[src/rtl/mtm_alu_pkg.sv]
// Shared types and constants for the mtm ALU serial deserializer.
// The CRC4 helper is only referenced when MTM_ALU_DESER_CRC_CHECK_EN is defined.
package mtm_alu_pkg;

   typedef enum logic [1:0] {
      ST_OK        = 2'b00,
      ST_ERR_DATA  = 2'b01,
      ST_ERR_FRAME = 2'b10,
      ST_ERR_CRC   = 2'b11
   } status_t;

   localparam logic DATA = 1'b0;
   localparam logic CMD  = 1'b1;

   localparam int FRAME_BITS = 11;

   // x^4 + x + 1, top term implicit
   localparam logic [3:0] CRC4_POLY = 4'b0011;

   function automatic logic [3:0] crc4_bit(input logic [3:0] crc,
                                           input logic       b);
      logic fb;
      fb = crc[3] ^ b;
      return {crc[2:0], 1'b0} ^ (fb ? CRC4_POLY : 4'b0000);
   endfunction

endpackage

[src/rtl/mtm_alu_frame_rx.sv]
// Bit-level receiver for 11-bit frames: start, type, 8 payload bits, stop.
// Strobes are registered, so they appear the cycle after the stop bit.
module mtm_alu_frame_rx (
   input  logic       clk,
   input  logic       rst_n,
   input  logic       sin,
`ifdef MTM_ALU_DESER_CRC_CHECK_EN
   output logic       bit_en,
`endif
   output logic [7:0] rx_byte,
   output logic       is_cmd,
   output logic       frame_done,
   output logic       frame_err
);

   typedef enum logic [1:0] {
      IDLE,
      TYPE,
      PAYLOAD,
      STOP
   } state_t;

   state_t     state;
   state_t     state_n;
   logic [2:0] bit_cnt;

   always_ff @(posedge clk or negedge rst_n) begin
      if (!rst_n) begin
         state <= IDLE;
      end else begin
         state <= state_n;
      end
   end

   always_comb begin
      state_n = state;
      unique case (state)
         IDLE:    if (!sin) state_n = TYPE;
         TYPE:    state_n = PAYLOAD;
         PAYLOAD: if (bit_cnt == 3'd7) state_n = STOP;
         STOP:    state_n = IDLE;
         default: state_n = IDLE;
      endcase
   end

   always_ff @(posedge clk or negedge rst_n) begin
      if (!rst_n) begin
         bit_cnt    <= '0;
         rx_byte    <= '0;
         is_cmd     <= 1'b0;
         frame_done <= 1'b0;
         frame_err  <= 1'b0;
      end else begin
         frame_done <= (state == STOP) && sin;
         frame_err  <= (state == STOP) && !sin;
         if (state == TYPE) begin
            is_cmd  <= sin;
            bit_cnt <= '0;
         end
         if (state == PAYLOAD) begin
            rx_byte <= {rx_byte[6:0], sin};
            bit_cnt <= bit_cnt + 3'd1;
         end
      end
   end

`ifdef MTM_ALU_DESER_CRC_CHECK_EN
   assign bit_en = (state == PAYLOAD);
`endif

endmodule

[src/rtl/mtm_alu_deserializer_p.sv]
// Serial front end for the mtm ALU: frames -> operand packet + status.
// Define MTM_ALU_DESER_CRC_CHECK_EN to enable the CRC4 check on ctl[3:0].
module mtm_alu_deserializer_p #(
   parameter int OPND_BYTES = 4,
   parameter int NUM_OPND   = 2
) (
   input  logic                               clk,
   input  logic                               rst_n,
   input  logic                               sin,
   output logic                               out_valid,
   input  logic                               out_ready,
   output logic [8*OPND_BYTES*NUM_OPND-1:0]   out_data,
   output logic [7:0]                         out_ctl,
   output logic [1:0]                         out_status,
   output logic                               overrun
);

   import mtm_alu_pkg::*;

   localparam int TOTAL_BYTES = OPND_BYTES * NUM_OPND;
   localparam int W           = 8 * TOTAL_BYTES;
   localparam int CW          = $clog2(TOTAL_BYTES + 1);

   logic [7:0]    rx_byte;
   logic          is_cmd;
   logic          frame_done;
   logic          frame_err;
   logic [CW-1:0] cnt;
   logic          too_many;
   logic [W-1:0]  asm_q;
   logic          crc_bad;
   logic          data_done;
   logic          cmd_done;
   logic          close;
   logic          load;
   status_t       new_st;
   logic [W-1:0]  new_data;
   logic [7:0]    new_ctl;
   status_t       st_q;

`ifdef MTM_ALU_DESER_CRC_CHECK_EN
   logic          bit_en;
`endif

   mtm_alu_frame_rx u_rx (
      .clk        (clk),
      .rst_n      (rst_n),
      .sin        (sin),
`ifdef MTM_ALU_DESER_CRC_CHECK_EN
      .bit_en     (bit_en),
`endif
      .rx_byte    (rx_byte),
      .is_cmd     (is_cmd),
      .frame_done (frame_done),
      .frame_err  (frame_err)
   );

   assign data_done = frame_done && (is_cmd == DATA);
   assign cmd_done  = frame_done && (is_cmd == CMD);
   assign close     = frame_err || cmd_done;

   always_ff @(posedge clk or negedge rst_n) begin
      if (!rst_n) begin
         cnt      <= '0;
         too_many <= 1'b0;
         asm_q    <= '0;
      end else if (close) begin
         cnt      <= '0;
         too_many <= 1'b0;
         asm_q    <= '0;
      end else if (data_done) begin
         if (cnt == CW'(TOTAL_BYTES)) begin
            too_many <= 1'b1;
         end else begin
            asm_q <= (asm_q << 8) | W'(rx_byte);
            cnt   <= cnt + CW'(1);
         end
      end
   end

`ifdef MTM_ALU_DESER_CRC_CHECK_EN
   logic [3:0] crc;
   logic [3:0] crc_fin;

   // Data bits are folded in as they arrive; the trailer is folded at close.
   always_ff @(posedge clk or negedge rst_n) begin
      if (!rst_n) begin
         crc <= '0;
      end else if (close) begin
         crc <= '0;
      end else if (bit_en && (is_cmd == DATA)) begin
         crc <= crc4_bit(crc, sin);
      end
   end

   always_comb begin
      crc_fin = crc4_bit(crc, 1'b1);
      for (int i = 6; i >= 4; i--) begin
         crc_fin = crc4_bit(crc_fin, rx_byte[i]);
      end
      crc_bad = (crc_fin != rx_byte[3:0]);
   end
`else
   assign crc_bad = 1'b0;
`endif

   always_comb begin
      new_st   = ST_OK;
      new_data = asm_q;
      new_ctl  = rx_byte;
      if (frame_err) begin
         new_st   = ST_ERR_FRAME;
         new_data = '0;
         new_ctl  = '0;
      end else if ((cnt != CW'(TOTAL_BYTES)) || too_many) begin
         new_st   = ST_ERR_DATA;
         new_data = '0;
      end else if (crc_bad) begin
         new_st = ST_ERR_CRC;
      end
   end

   assign load = close && (!out_valid || out_ready);

   always_ff @(posedge clk or negedge rst_n) begin
      if (!rst_n) begin
         out_valid <= 1'b0;
         out_data  <= '0;
         out_ctl   <= '0;
         st_q      <= ST_OK;
         overrun   <= 1'b0;
      end else begin
         overrun <= close && out_valid && !out_ready;
         if (load) begin
            out_valid <= 1'b1;
            out_data  <= new_data;
            out_ctl   <= new_ctl;
            st_q      <= new_st;
         end else if (out_valid && out_ready) begin
            out_valid <= 1'b0;
         end
      end
   end

   assign out_status = st_q;

endmodule
[config.mk]
export PLATFORM = sky130hd
export DESIGN_NAME = mtm_alu_deserializer_p
export DESIGN_NICKNAME = d
export VERILOG_FILES = /design/src/rtl/mtm_alu_pkg.sv /design/src/rtl/mtm_alu_frame_rx.sv /design/src/rtl/mtm_alu_deserializer_p.sv
export SDC_FILE = /design/constraint.sdc
export NUM_CORES = 1
export LEC_CHECK = 0
export ABC_CLOCK_PERIOD_IN_PS = 2300
export CAP_MARGIN = 15
export CORE_MARGIN = 2
export CORE_UTILIZATION = 55
export DETAILED_ROUTE_END_ITERATION = 8
export PLACE_DENSITY_LB_ADDON = 0.2
export SYNTH_ARGS = -nofsm -noshare
export SYNTH_HDL_FRONTEND = slang
export SYNTH_HIERARCHICAL = 1
export SYNTH_SLANG_ARGS = --single-unit
[constraint.sdc]
create_clock -name clk -period 2.3 [get_ports clk]
set_clock_uncertainty 0.05 [all_clocks]
set_input_delay 0.46 -clock clk [delete_from_list [all_inputs] [get_ports clk]]
set_output_delay 0.46 -clock clk [all_outputs]
set_load 0.02 [all_outputs]
# Word level (Yosys, flattened, before mapping)
# Cells that the tools add are included.
# Widths: inputs -> output; s select.
# classes
muxes	21
div	0
n_lt_le_gt_ge	0
n_bitwise	2
shifts	0
eq_ne	9
n_addsub	2
multipliers	0
n_reduce_logical	22
# ops
op	n
$mux 64	5
$or 64x8->64	1
$mux 4	3
$logic_and 1x1->1	8
$mux 8	1
$pmux 2 s4	1
$reduce_bool 2->1	4
$mux 1	6
$mux 2	3
$mux 3	2
$reduce_and 2->1	3
$add 4x1->4 const B	1
$eq 2x2->1 const B	2
$eq 4x4->1 const B	1
$ne 2x2->1 const B	2
$ne 4x4->1 const B	1
$add 3x1->3 const B	1
$eq 3x3->1 const B	1
$logic_not 1->1	3
$logic_or 1x1->1	3
$eq 2x1->1 const B	1
$logic_not 2->1	1
$ne 2x1->1 const B	1
$not 1->1	1
# totals
reg_bits	161
memories	0
latch_bits	0
ram_bits	0
elab_cells	70
rom_bits	0

# Logic depth before layout (Yosys ltp)
# depth
depth_word	4
ltp_mapped	7
depth_no_buf	5

# By module
# Netlist, hierarchy kept.
# by_module_without_submodules
mod	n_inst	area_per_inst_um2	cells_per_inst
mtm_alu_deserializer_p	1	5731.7	452
mtm_alu_frame_rx	1	721.9	52

# Least setup slack after synthesis
# OpenSTA, ideal clock, no wires.
# synth_timing
path_kind	flip-flop to flip-flop
from	register cnt[0]
to	register asm_q[0]
path_stages_with_launch	8
arrival_time_ns	1.473
slack_ns	0.711
n_path_buf	2
setup_time_ns	0.066
cell_sequence	dfrtp_1 > inv_1 > ha_1 > and3b_1 > nor3_2 > buf_4 > buf_6 > a22o_1
# synth_via
elab_chain_len	3
# synth_rtl
element	line_no	rtl
from (decl)	mtm_alu_deserializer_p.sv:28	logic [CW-1:0] cnt;
from (signal assigned)	mtm_alu_deserializer_p.sv:76	cnt <= cnt + CW'(1);
$eq 4x4->1	mtm_alu_deserializer_p.sv:72	if (cnt == CW'(TOTAL_BYTES)) begin
$ne 2x2->1 (no line)	--	
$reduce_and 2->1 (no line)	--	
to (signal assigned)	mtm_alu_deserializer_p.sv:75	asm_q <= (asm_q << 8) | W'(rx_byte);
to (decl)	mtm_alu_deserializer_p.sv:30	logic [W-1:0] asm_q;
# No other way between the ends.
# A chain may end at the register's enable or synchronous reset.

# Worst setup path after layout
# layout_timing
from	register out_data[13]
to	output port out_data[13]
# layout_rtl
element	line_no	rtl
from (decl)	mtm_alu_deserializer_p.sv:12	output logic [8*OPND_BYTES*NUM_OPND-1:0] out_data,
from (signal assigned)	mtm_alu_deserializer_p.sv:136	out_data <= new_data;
# No word-level cell between the ends.

==> results.md <==
* Crit path capture: out_data[13]
* Initial Util at 0.565
* Fraction of layout cells with a size suffix above 1 at 0.0998
* Skew-Pair Late Insertion Delay at 0.41 ns
* Final Hold Vio Count at 0
* Worst slew margin at 0.331
* RD Place Congestion at 0.761
* # rows at 39
* Worst-path cell chain: clkdlybuf4s50_1
* Dpl cell area at 0.00733 sq mm
* Post-route cell area at 0.00791 sq mm
* Synth top area cells: dfrtp_1 (62%), a22o_1 (7.9%), o2bb2ai_1 (7.6%)
* Worst slew pin tran at 1.00 ns
* Drt wl/cell at 19.5 um
* Metal2 WL at 6.98 mm
* RSZ-0062 raised after global routing: no
* Synth-to-Final Area Change at 22.6%
* Leakage at 3.44 nW
* Final WL at 14.2 mm
* Critical-path maximum fanout at 2
* Synth warn at 6
* DRT met1 WL at 6.26 mm
* Cell total after placement at 693
* Final ANT Viol Nets at 0
* # clock sinks at 161
* Buf+Inv Stages, Crit Path at 1
* P per Cell Area at 1020 mW/mm^2
* Fin crit period at 1.94 ns
* # diodes at 0
* Post-DP HPWL at 8.64 mm
* WP data arrival at 1.43 ns
* Layout net count at 583
* Die Y-Extent at 112 um
* Post-synth EDFFs at 0
* Clk buf depth at 2
* Final Slew Violations at 0
* Dpl ws at 0.185 ns
* Top sig layer: met4
* Vias in the first global route at 4486
* Worst vdd ir at 0.000708 V
* Worst Slack Setup Final at 0.364 ns
* Avg Inst Size Synth at 12.8 sq um
* Final setup fails at 0
* Family with the most delay on the worst path: buffers and inverters
* Clock transition at the registers of the reported paths at 0.06 ns
* Critical path endpoint category: primary output
* Reg-to-Reg End: cnt[0]
* # port buffers at 79
* Finished Layout Cells at 724
* Synth area leader: dfrtp_1
* Setup crit start: out_data[13]
* Delay of the slowest critical-path stage at 0.63 ns
* Clk Tree Root Cell: clkbuf_16
* Mapped cell area at 0.00645 sq mm
* Drt drc at 0
* Period utilisation layout at 0.842
* Die width at 112 um
* Primary FF master, synth: dfrtp_1
* Slowest CP cell: clkdlybuf4s50_1
* Pin count of the biggest net entering global routing at 60
* Synth cell types at 34
* Asr flop ratio synth at 1.00
* Vias per cell at 6.19
* GRT Overall Usage at 0.236
* Final Core Density at 0.693
* Htree depth at 4
* WHS at 0.436 ns
* Die ar. at 0.0126 sq mm
* R2r startpoint: cnt[0]
* Post-synth top area share at 0.624
* Worst hold-check path type: reg -> reg
* Core area at 0.0114 sq mm
* GRT overflow at 0
* Synth top cells by count: dfrtp_1 (161), nand3_1 (59), a22o_1 (58)
* Setup TNS at 0 ns
* CP required at 1.79 ns
* Register bit total from synthesis at 161
* Status: completed
* First-pass GRT wire length at 23.7 mm
* I/O pin count at 80
* TritonCTS clock tree: done
* Reg-to-reg setup timing slack at 0.38 ns
* Met3 wire length at 756 um
* Total number of vias at 4479
* Starting DRT DRC Count at 344
* Startpoint types: flip-flop
* Top-count cell post-synth: dfrtp_1
* Total Power at 8.10 mW
* Reg2Reg Depth at 6
* Cells after synthesis at 504
* Total CTS buffers at 17
* Register area share after synthesis at 0.624
* CP Depth at 1
* CP Class: reg -> out
* Router iterations before antenna repair at 4
* Max Cap Viol at 0
* Fmax at 0.516 GHz
* Antenna violations before repair at 0
* Synthesized Nets at 517
-- report_power, final --
part	total [mW]	switching, mW	internal, mW
clock network	2.68	1.03	1.65
logic	1.87	1.12	0.746
registers	3.55	0.351	3.19
-- state kept, by name (all words and copies together) (netlist names) --
register         flops
u_rx/frame_err       1
u_rx/rx_byte         8
out_status           2
u_rx/state           2
u_rx/frame_done      1
out_ctl              8
overrun              1
u_rx/is_cmd          1
out_data            64
cnt                  4
asm_q               64
out_valid            1
too_many             1
u_rx/bit_cnt         3
-- per-layer routing --
metal  global-route usage  up-vias
met5                    0        -
met4               0.0699        0
met3               0.0540       12
met2                0.368      150
met1                0.336     2294
li1                     -     2023
-- placed cells by master (no fill, tap or decap), types with 2 or more instances in the layout --
cell type	instances
dfrtp_1	161
clkdlybuf4s50_1	78
nand3_1	59
a22o_1	58
o2bb2ai_1	56
o21ai_0	25
clkbuf_16	17
inv_1	14
nand2_1	12
ha_1	9
buf_4	9
o41ai_1	8
a32o_1	8
a21oi_1	7
clkbuf_8	6
mux2_4	6
o21ai_1	5
buf_12	5
nor2_1	4
mux2_2	4
nand2b_1	3
clkbuf_1	3
nor2b_1	2
nand3b_1	2
mux2i_1	2
clkinv_2	2
-- cell type report --
cell class              count  area, sq um
well taps                 143          179
clock inverters             4         48.8
repair buffers             94          970
fillers                   840         3510
clock buffers              26          519
flip-flops and latches    161         4030
multi-input cells         281         2110
inverters                  15         56.3
-- timing repair --
item                      in CTS  in global routing
hold buffers                   1                  0
setup buffers                  0                  0
hold endpoints to repair      37                  0
resized for setup              0                  0
-- worst min path at each step --
stage	end	slack [ns]	start	cells after the start
6_report	out_data[47]	0.44	out_data[47]	1
5_1_grt	out_data[48]	0.45	out_data[48]	1
4_1_cts	out_data[26]	0.44	out_data[26]	1
3_5_place_dp	overrun	0.35	rst_n	1
3_3_place_gp	overrun	0.35	rst_n	1
2_1_floorplan	asm_q[0]	0.11	rst_n	0
-- logic make-up after synthesis --
kind of cell | after synthesis | share of synthesized area
adder cells (fa/ha/maj) | 9 | 0.0174
AO/OA/AOI/OAI | 170 | 0.211
buffers and inverters | 62 | 0.0523
AND/OR/NAND/NOR | 90 | 0.0713
flip-flops | 161 | 0.624
multiplexers | 12 | 0.0240
No activity file was read; power rests on OpenSTA's default activity.
